[config.mk]
export PLATFORM = sky130hd
export DESIGN_NAME = rgb_cmp_pwm_flat
export DESIGN_NICKNAME = d
export VERILOG_FILES = /design/src/rtl/rgb_cmp_pwm_if.sv /design/src/rtl/rgb_cmp_pwm.sv /design/src/flat_wrapper.sv
export SDC_FILE = /design/constraint.sdc
export NUM_CORES = 1
export LEC_CHECK = 0
export ABC_AREA = 1
export BUFFER_PORTS_ARGS = -buffer_cell sky130_fd_sc_hd__buf_2
export CAP_MARGIN = 20
export CORE_UTILIZATION = 36
export CTS_CLUSTER_SIZE = 20
export DETAILED_ROUTE_END_ITERATION = 12
export PLACE_DENSITY = 0.57
export SYNTH_ARGS = -nofsm -noshare
export SYNTH_HDL_FRONTEND = slang
export SYNTH_SLANG_ARGS = --single-unit
[constraint.sdc]
create_clock -name clk -period 1.5 [get_ports clk]
set_clock_uncertainty 0.1 [all_clocks]
set_input_delay 0.225 -clock clk [delete_from_list [all_inputs] [get_ports clk]]
set_output_delay 0.225 -clock clk [all_outputs]
set_load 0.03 [all_outputs]
[src/rtl/rgb_cmp_pwm_if.sv]
// rgb_cmp_pwm_if: operand, brightness and enable inputs plus LED/status outputs of rgb_cmp_pwm
interface rgb_cmp_pwm_if #(
   parameter int WIDTH    = 4,
   parameter int PWM_BITS = 8
);
   logic [WIDTH-1:0]    a;
   logic [WIDTH-1:0]    b;
   logic [PWM_BITS-1:0] duty;
   logic                en;
   logic                red;
   logic                green;
   logic                blue;
   logic                valid;
   logic [1:0]          cmp_state;
   modport master (output a, b, duty, en, input red, green, blue, valid, cmp_state);
   modport slave  (input a, b, duty, en, output red, green, blue, valid, cmp_state);
endinterface

[src/rtl/rgb_cmp_pwm.sv]
// rgb_cmp_pwm: filtered unsigned magnitude compare driving a PWM-dimmed one-hot RGB LED
module rgb_cmp_pwm #(
   parameter int WIDTH         = 4,
   parameter int PWM_BITS      = 8,
   parameter int STABLE_CYCLES = 4
) (
   input  logic         clk,
   input  logic         rst_n,
   rgb_cmp_pwm_if.slave bus
);
   localparam int SW = $clog2(STABLE_CYCLES + 1);
   typedef enum logic [1:0] {IDLE = 2'b00, SETTLING = 2'b01, LOCKED = 2'b10} state_t;
   logic [WIDTH-1:0]    a_q, b_q;
   logic [PWM_BITS-1:0] pwm_cnt_q, duty_q;
   logic [SW-1:0]       stab_cnt_q, stab_cnt_d;
   logic [2:0]          raw, last_raw_q, committed_q, rgb_q;
   logic                changed, stable, pwm_on;
   state_t              state_q, state_d;
   assign raw        = {a_q > b_q, a_q == b_q, a_q < b_q};
   assign changed    = raw != last_raw_q;
   assign stable     = stab_cnt_q == SW'(STABLE_CYCLES);
   assign pwm_on     = pwm_cnt_q < duty_q;
   assign stab_cnt_d = changed ? SW'(1) : stable ? stab_cnt_q : stab_cnt_q + 1'b1;
   // a stable count that coincides with a new raw value keeps the FSM settling
   always_comb begin
      state_d = state_q;
      unique case (state_q)
         IDLE:     state_d = SETTLING;
         SETTLING: state_d = (stable && !changed) ? LOCKED : SETTLING;
         LOCKED:   state_d = changed ? SETTLING : LOCKED;
         default:  state_d = IDLE;
      endcase
   end
   always_ff @(posedge clk or negedge rst_n) begin
      if (!rst_n) begin
         a_q         <= '0;
         b_q         <= '0;
         pwm_cnt_q   <= '0;
         duty_q      <= '0;
         stab_cnt_q  <= '0;
         last_raw_q  <= '0;
         committed_q <= '0;
         rgb_q       <= '0;
         state_q     <= IDLE;
      end else begin
         a_q        <= bus.a;
         b_q        <= bus.b;
         pwm_cnt_q  <= pwm_cnt_q + 1'b1;
         duty_q     <= &pwm_cnt_q ? bus.duty : duty_q;
         last_raw_q <= raw;
         stab_cnt_q <= stab_cnt_d;
         if (stable) committed_q <= last_raw_q;
         rgb_q      <= committed_q & {3{pwm_on & bus.en}};
         state_q    <= state_d;
      end
   end
   assign bus.red       = rgb_q[2];
   assign bus.green     = rgb_q[1];
   assign bus.blue      = rgb_q[0];
   assign bus.valid     = state_q == LOCKED;
   assign bus.cmp_state = state_q;
endmodule

[src/flat_wrapper.sv]
// flat-port wrapper written by rule: the top's interface ports become plain ports
module rgb_cmp_pwm_flat 
#(
   parameter int WIDTH         = 4,
   parameter int PWM_BITS      = 8,
   parameter int STABLE_CYCLES = 4
)
  (clk, rst_n, bus_a, bus_b, bus_duty, bus_en, bus_red, bus_green, bus_blue, bus_valid, bus_cmp_state);
  rgb_cmp_pwm_if #(.WIDTH(WIDTH), .PWM_BITS(PWM_BITS)) bus_i ();
  input  logic clk;
  input  logic rst_n;
  input wire logic [$bits(bus_i.a)-1:0] bus_a;
  input wire logic [$bits(bus_i.b)-1:0] bus_b;
  input wire logic [$bits(bus_i.duty)-1:0] bus_duty;
  input wire logic [$bits(bus_i.en)-1:0] bus_en;
  output wire logic [$bits(bus_i.red)-1:0] bus_red;
  output wire logic [$bits(bus_i.green)-1:0] bus_green;
  output wire logic [$bits(bus_i.blue)-1:0] bus_blue;
  output wire logic [$bits(bus_i.valid)-1:0] bus_valid;
  output wire logic [$bits(bus_i.cmp_state)-1:0] bus_cmp_state;
  assign bus_i.a = bus_a;
  assign bus_i.b = bus_b;
  assign bus_i.duty = bus_duty;
  assign bus_i.en = bus_en;
  assign bus_red = bus_i.red;
  assign bus_green = bus_i.green;
  assign bus_blue = bus_i.blue;
  assign bus_valid = bus_i.valid;
  assign bus_cmp_state = bus_i.cmp_state;
  rgb_cmp_pwm #(.WIDTH(WIDTH), .PWM_BITS(PWM_BITS), .STABLE_CYCLES(STABLE_CYCLES)) u_core (.clk(clk), .rst_n(rst_n), .bus(bus_i));
endmodule
# Yosys cells after proc, flatten, opt, wreduce, memory -nomap -nowiden
# Cells that the tools add are included.
[totals]
regBits = 38
in_bits = 19
[op_classes]
n_mux = 5
magnitude_cmp = 3
bitwise = 2
n_reduce_logical = 4
add_sub_neg = 2
n_eq_ne = 6
[op_table]
columns = ["operator", "count"]
rows = [
  ["8-bit by 1-bit adder with 8-bit output (second input constant)", 1],
  ["8-bit < comparator", 1],
  ["8-bit AND reduction", 1],
  ["3-bit two-way mux", 2],
  ["2-bit case mux with 3 select lines", 1],
  ["4-bit == test", 1],
  ["4-bit greater-than comparator", 1],
  ["4-bit < comparator", 1],
  ["2-bit two-way mux", 2],
  ["3-bit by 1-bit adder with 3-bit output (second input constant)", 1],
  ["3-bit AND", 1],
  ["3-bit == test (second input constant)", 1],
  ["3-bit inequality test", 1],
  ["2-bit by 1-bit == test with 1-bit output (second input constant)", 1],
  ["2-bit == test (second input constant)", 1],
  ["2-bit zero test", 1],
  ["2-bit by 1-bit inequality test with 1-bit output (second input constant)", 1],
  ["1-bit AND", 1],
  ["1-bit logical AND", 1],
  ["1-bit zero test", 1],
]

# Longest topological paths before layout
[depth]
depth_word = 6
depth_mapped = 12
mapped_depth_nobuf = 12

# Worst setup path before layout
# OpenSTA, ideal clock, no wires.
[synth_path]
path_type = "register -> register"
start = "register u_core.b_q[3]"
end = "register u_core.state_q[0] (netlist: u_core.bus.cmp_state[0])"
path_stages_with_launch = 9
slack_ps = -10
required_time_ps = 1279
setup_ps = 121
arrival_time_ps = 1289
cell_sequence = "dfrtp_1 > inv_1 > ha_1 > a21oi_1 > nand2_2 > nand2_1 > nand3_2 > o21bai_1 > nand2_1"
[synth_between]
elab_chain_len = 6
elab_cells_between_ends = 9
[synth_rtl]
columns = ["element", "line", "text"]
rows = [
  ["from (decl)", "rgb_cmp_pwm.sv:13", "logic [WIDTH-1:0] a_q, b_q;"],
  ["from (signal assigned)", "rgb_cmp_pwm.sv:47", "b_q <= bus.b;"],
  ["4-bit < comparator, or another cell as far along", "rgb_cmp_pwm.sv:19", "assign raw = {a_q > b_q, a_q == b_q, a_q < b_q};"],
  ["3-bit inequality test *", "rgb_cmp_pwm.sv:20", "assign changed = raw != last_raw_q;"],
  ["1-bit zero test", "rgb_cmp_pwm.sv:29", "SETTLING: state_d = (stable && !changed) ? LOCKED : SETTLING;"],
  ["1-bit logical AND", "rgb_cmp_pwm.sv:29", ""],
  ["2-bit two-way mux", "rgb_cmp_pwm.sv:29", ""],
  ["2-bit case mux with 3 select lines *", "rgb_cmp_pwm.sv:27", "unique case (state_q)"],
  ["net u_core.state_d[0]", "rgb_cmp_pwm.sv:18", "state_t state_q, state_d;"],
  ["to (signal assigned)", "rgb_cmp_pwm.sv:54", "state_q <= state_d;"],
  ["to (decl)", "rgb_cmp_pwm.sv:18", ""],
]
# Mark *: on every way through the listed nets, which the timed path passes. The rest lies on a longest branch.
# A chain may end at the register's enable or synchronous reset.

# Worst setup path in the final report
[layout_path]
start = "register u_core.a_q[3]"
end = "register u_core.last_raw_q[2]"
[layout_between]
elab_chain_len = 1
[layout_rtl]
columns = ["element", "line", "text"]
rows = [
  ["from (decl)", "rgb_cmp_pwm.sv:13", ""],
  ["from (signal assigned)", "rgb_cmp_pwm.sv:46", "a_q <= bus.a;"],
  ["4-bit greater-than comparator", "rgb_cmp_pwm.sv:19", ""],
  ["net u_core.raw[2]", "rgb_cmp_pwm.sv:16", "logic [2:0] raw, last_raw_q, committed_q, rgb_q;"],
  ["to (signal assigned)", "rgb_cmp_pwm.sv:50", "last_raw_q <= raw;"],
  ["to (decl)", "rgb_cmp_pwm.sv:16", ""],
]
# The timed path passes the listed nets, and every way through them passes these cells.

==> summary.txt <==
Top cells by area, synth = dfrtp_1, ha_1, inv_1
Crit path DAT = 1720 ps
Most frequent CP cell = nand2_4
Cells after synthesis = 172
Levels on crit path = 10
Pin count of the biggest net entering global routing = 39
Normalized max-slew margin = 85.3%
Met3 wire length = 108 um
Post-Place Cells = 269
Dpl hpwl = 1880 um
Startpoint types = register
Die Span X = 72.1 um
Clk buf depth = 2
CP cell instances = ha_4 -> nand2_4 -> inv_2 -> nand2_4 -> nand2_4 -> nand2_4 -> buf_4 -> buf_6 -> buf_4 -> inv_2
NumNets Final = 265
WS Path Type = reg -> reg
Area leader, netlist = dfrtp_1
CP max stage delay = 400 ps
Hold path depth = 2
Final setup margin = -90.2 ps
Count of cell types in the netlist = 26
Initial core utilization = 37.5%
HP Class = in -> reg
Max-cap violations = 0
Int Pwr = 1.64 mW
GRT Total Usage = 13.3%
Seq cells post-synth = 38
DRT met1 WL = 1440 um
Max Fclk = 629 MHz
Worst endpoint required time = 1630 ps
PwrDens = 894 nW/um^2
Setup crit end kind = register
Via-to-Cell Ratio = 4.23
P&R area growth vs syn = 43.4%
Reg2Reg Launch Point = u_core.a_q[3]$_DFF_PN0_
Share of post-route cells with drive strength above 1 = 45.7%
Htree depth = 2
Slew @ Worst Pin = 219 ps
Crit-path slowest cell = dfrtp_1
Comb power frac = 20.5%
Outcome = finished with violations
Worst reg-to-reg path cell count = 10
CTS sink cnt = 38
Most frequent cell after synthesis = dfrtp_1
Die height = 72.1 um
Port-buffer cells = 24
First-pass GRT wire length = 5180 um
Hold EP = u_core.duty_q[0]$_DFFE_PN0P_
Crit path time final = 1590 ps
Initial antenna violation count = 0
First drt pass iteration count = 4
Multi-input gate area = 898 um^2
Post-synthesis sequential area ratio = 53.7%
EDFF count, synth = 0
DRC violations left = 0
GRT Residual Overflow = 0
Switching power = 624 uW
Vias in the first global route = 1204
Clock share of power = 28.8%
Tcrit/Tclk final = 106%
Final hold viol count = 0
Top sig layer = met4
Yosys warnings = 0
Slew Viols, Final = 0
Synthesized area per cell = 10.3 um^2
Row Count = 25
Min-delay src = bus_duty[0]
FF+latch area = 955 um^2
Failing checks = setup timing
Worst skew pair latency = 290 ps
Top cells by count, synth = dfrtp_1, inv_1, nand2_1
Die Area = 5200 um^2
Final Util = 53.7%
Initial DRC Count = 35
Peak VDD IR = 0.472 mV
R2R Setup Slk = -90 ps
Area of the core = 4720 um^2
Mapped cell area = 1770 um^2
Clock transition at the registers of the reported paths = 70 ps
Root Driver = clkbuf_8
Detailed Route WL = 3210 um
Placer Congestion = 0.733
CP max FO = 4
Antenna Nets Post-Route = 0
Ys async rst share = 100%
FILL cells = 436
RR Endpoint = u_core.last_raw_q[2]$_DFF_PN0_
Ant. Diodes = 0
Share of the synthesized area in the top cell type = 53.7%
Cts bufs inserted = 5
Sw Ratio = 27.5%
Unrepaired setup endpoints after global routing = true
Sequential Power Share = 50.8%
Synth Net Count = 205
CTS tree = yes
Buffers plus inverters on the worst setup path = 5
Met2 wire len = 1580 um
# setup viols final = 3
Total number of vias = 1266
WL per Instance = 10.7 um
IO Pins = 25
Non-Filler Instances = 299
Static leakage power = 1.26 nW
Top_reg_cell synth = dfrtp_1
Crit path max-delay family = buffers and inverters
==> sequential cells by signal (all words and copies together), names as in the netlist <==
register / flops
u_core.a_q: 4
u_core.b_q: 4
u_core.bus.cmp_state: 2
u_core.committed_q: 3
u_core.duty_q: 8
u_core.last_raw_q: 3
u_core.pwm_cnt_q: 8
u_core.rgb_q: 3
u_core.stab_cnt_q: 3
==> layout by cell type (no fill, tap or decap), types with 6 or more instances in the layout <==
| cell type | count |
|---|---|
| a21oi_2 | 8 |
| buf_2 | 24 |
| buf_4 | 18 |
| dfrtp_1 | 35 |
| dlygate4sd3_1 | 9 |
| ha_1 | 6 |
| ha_4 | 8 |
| inv_1 | 22 |
| inv_2 | 10 |
| nand2_1 | 17 |
| nand2_4 | 7 |
| nor2_1 | 10 |
| o21ai_0 | 6 |
==> metal layers <==
metal  vias up  track usage (%)
li1        657                -
met1       577             16.1
met2        25             21.2
met3         7             3.33
met4         0             8.50
met5         -                0
==> logic make-up after synthesis <==
| group | Yosys count | synth area share [%] |
|---|---|---|
| compound gates | 21 | 7.78 |
| flops | 38 | 53.7 |
| fa+ha+maj | 14 | 9.90 |
| xor+xnor | 7 | 3.47 |
| mux | 1 | 0.848 |
| simple gates | 57 | 16.5 |
| buf+inv | 34 | 7.71 |
==> power by group through the flow <==
stage	combinational (mW)	sequential, mW	clock [mW]
floorplan	0.212	1.19	0
global placement	0.345	1.16	0
detailed placement	0.347	1.16	0
CTS	0.403	1.15	0.680
global route	0.529	1.16	0.722
finish	0.464	1.15	0.652
==> cell type report <==
cell class	count	share of cell area, %
Multi-Input combinational cell	100	35.4
Tap cell	67	3.31
Timing Repair Buffer	55	15.9
Inverter	32	4.74
Clock buffer	7	3.01
Sequential cell	38	37.6
==> through the flow <==
step                      power [mW]  hold slack [ps]  setup TNS, ps  area, um^2  setup slack [ps]
after global routing            2.41             59.0           -699        2540              -172
after floorplan                 1.40             -171              0        1770              2.11
after global placement          1.51              109           -307        2030             -53.5
after detailed placement        1.51              110           -447        2030             -99.8
after CTS                       2.23             54.7           -210        2330             -94.3
final                           2.27             66.1           -194        2540             -90.2
==> what timing repair did <==
item                                    in CTS  in global routing
hold buffers                                 9                  0
gates resized for setup                     20                 32
hold endpoints to repair                    46                  0
buffers inserted                             5                  9
endpoints found under the setup margin      13                 16
pin swaps                                   10                 19
==> worst max-delay path by stage <==
stage | startpoint | endpoint
finish | u_core.a_q[3]$_DFF_PN0_ | u_core.last_raw_q[2]$_DFF_PN0_
global route | u_core.a_q[3]$_DFF_PN0_ | u_core.bus.cmp_state[0]$_DFF_PN0_
floorplan | u_core.bus.cmp_state[1]$_DFF_PN0_ | u_core.bus.cmp_state[1]$_DFF_PN0_
detailed placement | u_core.b_q[3]$_DFF_PN0_ | u_core.bus.cmp_state[0]$_DFF_PN0_
global placement | u_core.a_q[3]$_DFF_PN0_ | u_core.bus.cmp_state[0]$_DFF_PN0_
CTS | u_core.a_q[1]$_DFF_PN0_ | u_core.bus.cmp_state[0]$_DFF_PN0_
(Power assumes the default switching activity.)
